File: src/rtl/der_org_stage_pkg.sv
// Shared drawing-engine definitions for the origin staging path:
// command-entry record layout, field offsets and default queue depth.
package der_org_stage_pkg;

  localparam int ORG_W      = 32;
  localparam int PS_W       = 2;
  localparam int ENTRY_W    = 67;
  localparam int SD_OFF     = 0;
  localparam int PS_OFF     = 1;
  localparam int DORG_OFF   = 3;
  localparam int SORG_OFF   = 35;
  localparam int QDEPTH_DEF = 2;

  typedef struct packed {
    logic [ORG_W-1:0] sorg;
    logic [ORG_W-1:0] dorg;
    logic [PS_W-1:0]  ps_sel;
    logic             sd_sel;
  } org_entry_t;

  function automatic logic [ENTRY_W-1:0] pack_entry(
    input logic [ORG_W-1:0] sorg,
    input logic [ORG_W-1:0] dorg,
    input logic [PS_W-1:0]  ps_sel,
    input logic             sd_sel
  );
    logic [ENTRY_W-1:0] e;
    e = '0;
    e[SORG_OFF +: ORG_W] = sorg;
    e[DORG_OFF +: ORG_W] = dorg;
    e[PS_OFF   +: PS_W]  = ps_sel;
    e[SD_OFF]            = sd_sel;
    return e;
  endfunction

endpackage

File: src/rtl/der_org_fifo.sv
// Stage-1 command queue: DEPTH-entry storage with wrap-bit pointers.
// Storage is not reset; only the pointers are.
module der_org_fifo
  import der_org_stage_pkg::*;
#(
  parameter int DEPTH = QDEPTH_DEF
) (
  input  logic               clk,
  input  logic               rst_n,
  input  logic               wr_en,
  input  logic [ENTRY_W-1:0] wr_data,
  input  logic               rd_en,
  output logic [ENTRY_W-1:0] rd_data,
  output logic               full,
  output logic               empty
);

  localparam int AW = $clog2(DEPTH);

  logic [ENTRY_W-1:0] mem [DEPTH];
  logic [AW:0]        wr_ptr;
  logic [AW:0]        rd_ptr;
  logic               wr_ok;
  logic               rd_ok;

  // Same index with differing wrap bits means the writer has lapped the reader.
  assign full    = (wr_ptr[AW] != rd_ptr[AW]) && (wr_ptr[AW-1:0] == rd_ptr[AW-1:0]);
  assign empty   = (wr_ptr == rd_ptr);
  assign wr_ok   = wr_en & ~full;
  assign rd_ok   = rd_en & ~empty;
  assign rd_data = mem[rd_ptr[AW-1:0]];

  always_ff @(posedge clk or negedge rst_n) begin
    if (!rst_n) begin
      wr_ptr <= '0;
      rd_ptr <= '0;
    end else begin
      if (wr_ok) wr_ptr <= wr_ptr + 1'b1;
      if (rd_ok) rd_ptr <= rd_ptr + 1'b1;
    end
  end

  always_ff @(posedge clk) begin
    if (wr_ok) mem[wr_ptr[AW-1:0]] <= wr_data;
  end

endmodule

File: src/rtl/der_org_stage.sv
// Origin staging for the drawing engine: stage-1 command queue feeding a
// registered stage-2 origin set with busy/go handshake and sticky overflow.
module der_org_stage
  import der_org_stage_pkg::*;
#(
  parameter int QDEPTH = QDEPTH_DEF
) (
  input  logic             de_clk,
  input  logic             de_rstn,
  input  logic             push_1,
  input  logic [ORG_W-1:0] sorg_1,
  input  logic [ORG_W-1:0] dorg_1,
  input  logic [PS_W-1:0]  ps_sel_1,
  input  logic             sd_sel_1,
  input  logic             done_2,
  output logic             rdy_1,
  output logic [ORG_W-1:0] mf_sorg_2,
  output logic [ORG_W-1:0] mf_dorg_2,
  output logic [PS_W-1:0]  ps_sel_2,
  output logic             sd_selector_2,
  output logic             busy_2,
  output logic             go_2,
  output logic             ovf
);

  logic               full;
  logic               empty;
  logic               load;
  logic [ENTRY_W-1:0] in_entry;
  logic [ENTRY_W-1:0] head;
  org_entry_t         head_e;

  assign in_entry = pack_entry(sorg_1, dorg_1, ps_sel_1, sd_sel_1);
  assign head_e   = org_entry_t'(head);
  assign rdy_1    = ~full;
  assign load     = (~busy_2 | done_2) & ~empty;

  der_org_fifo #(
    .DEPTH (QDEPTH)
  ) u_fifo (
    .clk     (de_clk),
    .rst_n   (de_rstn),
    .wr_en   (push_1),
    .wr_data (in_entry),
    .rd_en   (load),
    .rd_data (head),
    .full    (full),
    .empty   (empty)
  );

  // Stage 2: head entry lands here; data holds when the engine drains the queue.
  always_ff @(posedge de_clk or negedge de_rstn) begin
    if (!de_rstn) begin
      mf_sorg_2     <= '0;
      mf_dorg_2     <= '0;
      ps_sel_2      <= '0;
      sd_selector_2 <= 1'b0;
      busy_2        <= 1'b0;
      go_2          <= 1'b0;
      ovf           <= 1'b0;
    end else begin
      go_2 <= load;
      ovf  <= ovf | (push_1 & full);
      if (load) begin
        mf_sorg_2     <= head_e.sorg;
        mf_dorg_2     <= head_e.dorg;
        ps_sel_2      <= head_e.ps_sel;
        sd_selector_2 <= head_e.sd_sel;
        busy_2        <= 1'b1;
      end else if (done_2) begin
        busy_2 <= 1'b0;
      end
    end
  end

endmodule

File: config.mk
export PLATFORM = sky130hd
export DESIGN_NAME = der_org_stage
export DESIGN_NICKNAME = d
export VERILOG_FILES = /design/src/rtl/der_org_stage_pkg.sv /design/src/rtl/der_org_fifo.sv /design/src/rtl/der_org_stage.sv
export SDC_FILE = /design/constraint.sdc
export NUM_CORES = 1
export LEC_CHECK = 0
export ABC_AREA = 1
export BUFFER_PORTS_ARGS = -buffer_cell sky130_fd_sc_hd__buf_2
export CAP_MARGIN = 40
export CORE_MARGIN = 1.5
export CORE_UTILIZATION = 40
export DETAILED_ROUTE_END_ITERATION = 10
export HOLD_SLACK_MARGIN = 0.12
export SLEW_MARGIN = 40
export SYNTH_ARGS = -nofsm -noshare
export SYNTH_HDL_FRONTEND = slang
export SYNTH_SLANG_ARGS = --single-unit
File: constraint.sdc
create_clock -name de_clk -period 12.85 [get_ports de_clk]
set_clock_uncertainty 0.05 [all_clocks]
set_input_delay 0.6425 -clock de_clk [delete_from_list [all_inputs] [get_ports de_clk]]
set_output_delay 0.6425 -clock de_clk [all_outputs]
set_load 0.01 [all_outputs]
==> out/metrics.cfg <==
[sta]
fmax_mhz=300
tns_ns=0
holdWs_ns=0.141
setup_viol=0
slew_viol_final=0
timing.slew.headroom_pct=47.8
hold_viol_final=0
finalCritPeriodShare_pct=25.9
worst_pin_slew_ns=0.781
layout_min_cycle_time_ns=3.33
rsz0062_at_grt=no

[grt]
first_global_vias=4959
overflow=0
grt_first_pass_wirelength_mm=26.3
antenna_found_initial=1
grtUsageTotal_pct=16.5
grt_max_degree=75

[detailed_routing]
first_pass_iters=4
detail_route.vias_per_cell=4.59
drc=0
initialDrtViolationCount=258
wl_per_cell_um=15.0
vias=5037
final_antenna_net_count=0
wl_mm=16.5

[floorplan]
dieArea_um2=20700
initial_core_util_pct=40.8
placementRows=51
io_pins=142
die_h_um=144
fp.coreArea_um2=19500
die_width_um=144

[logic_synthesis]
synth_area_leader_cell=edfxtp_1
ys_seq_area_share_pct=74.0
syn_area_per_cell_um2=11.6
synth.area.top_cells=edfxtp_1, dfrtp_1, nand2_1
syn_area_um2=7940
ys_warn_count=0
synth_top_area_share_pct=50.7
synthCells=685
synth_nets=756
ys_ff_latch=208
synth.distinct_cells=18

[layout]
multi_input_area_um2=1840
diodes=0
regArea_um2=5880
n_fill_cell=1773
areaGrowthSynthToFinish_pct=21.4
nets=889
layout-drive-gt1-share_pct=24.2

[setup_path]
critical_path_arrival_ns=3.40
crit_chain=inv_4 > nand2_1 > nand2_2 > nand2_1 > nand2_1 > nor2_4 > buf_4
required_ns=12.92
regToRegStartpoint=u_fifo.rd_ptr[0]
cp-end-kind=register
crit_path_start_kind=register
worstSetupPathType=reg -> reg
max_stage_delay_ns=0.65
startpoint=u_fifo.rd_ptr[0]
cp_top_family=simple AND/OR/NAND/NOR gates
crit_top_cell=nand2_1
cpMaxStageDelayCell=dfrtp_2
critPathBufInv=2
crit_fanout=69

[power_and_ir_drop]
power_leakage_nw=4.46
total_power_mw=2.55
peakVddDrop_mv=0.135
powerDensity_nw_per_um2=265

[job]
cap_viol_max_count=0

[min_path]
min_path_type=in -> async

[placed_design]
gp_congestion=0.721
hpwlAfterDp_mm=9.46
numPortBuffers=141

[cts]
cts_resized=0
cts-root-buf=clkbuf_16
clk_pin_slew_ns=0.06
numCtsBuffers=23
htree_num_levels=1
cts_tree=yes
post_cts_buffers=0
worstSkewPairLatency_ns=0.49
clock-sinks=208
clock_path_buffers=3
ctsHoldBuffers=0

[status]
status=finished, final reports clean

## sequential cells by signal, summed over array words and instances, names as in the netlist
| signal | count |
|---|---|
| u_fifo.mem | 134 |
| mf_dorg_2 | 32 |
| mf_sorg_2 | 32 |
| ps_sel_2 | 2 |
| u_fifo.rd_ptr | 2 |
| u_fifo.wr_ptr | 2 |
| busy_2 | 1 |
| go_2 | 1 |
| ovf | 1 |
| sd_selector_2 | 1 |
## cells in the mapped netlist
cell type	n
buf_2	12
buf_4	5
buf_6	6
buf_8	2
clkbuf_1	11
dfrtp_1	74
edfxtp_1	134
inv_1	5
inv_2	2
inv_4	1
nand2_1	355
nand2_2	1
nand2_4	2
nand3_1	61
nand3_2	10
nor2_1	1
o21bai_1	1
xor2_1	2
## routing by layer
layer  vias up  routed length [um]  track usage [%]
met3        26                 913             3.37
met1      2371                7260             21.3
met5         -                   7                0
met4         2                 281             4.30
met2       121                8020             28.3
li1       2517                   -                -
## cells in the final DEF, fill, tap and decap left out, types with 3 or more instances in the layout
cell type,instances
buf_2,140
nand2_8,3
nand3_1,61
edfxtp_1,134
clkbuf_8,4
bufinv_16,5
nand3_2,10
clkinv_2,5
inv_1,4
nand2_1,354
clkbuf_16,23
buf_4,3
dfrtp_1,73
## kinds of logic after synthesis
family / Yosys count / share of synthesized area, %
buf+inv: 44 / 3.39
simple gates: 430 / 22.3
compound gates: 1 / 0.0946
xor+xnor: 2 / 0.221
flops: 208 / 74.0
## report_power, final
part / leakage (nW) / internal, mW / switching, mW
logic: 1.91 / 0.250 / 0.540
clock network: 0.402 / 0.449 / 0.250
registers: 2.15 / 0.965 / 0.0999
total: 4.46 / 1.66 / 0.889
## per-stage QoR
step                instances  worst slack [ns]  cell area [um^2]  utilization (%)
detailed placement       1058              9.47              8800             45.2
floorplan                 685              8.59              7940                -
finish                   1098              9.52              9640             49.5
global route             1098              9.23              9640             49.5
CTS                      1098              9.46              9630             49.5
global placement         1058              9.55              8780             45.1
## cell type report
cell class              instances  share of cell area, %
inverters                       8                  0.351
multi-input cells             433                   19.1
clock buffers                  28                   6.58
well taps                     265                   3.44
flip-flops and latches        208                   61.0
repair buffers                144                   7.62
clock inverters                12                   1.96
## final timing paths
| kind | endpoint | slack [ns] | cells after the start |
|---|---|---|---|
| worst max-delay path | u_fifo.mem[1][17] | 9.52 | 7 |
| worst min-delay path | mf_sorg_2[22] | 0.14 | 1 |
| worst max register to register | u_fifo.mem[1][17] | 9.52 | 7 |
| worst min register to register | mf_sorg_2[22] | 0.41 | 2 |
| max in group asynchronous | u_fifo.rd_ptr[0] | 12.09 | 1 |
| min in group de_clk | u_fifo.mem[1][45] | 0.28 | 1 |
(Power assumes the default switching activity.)
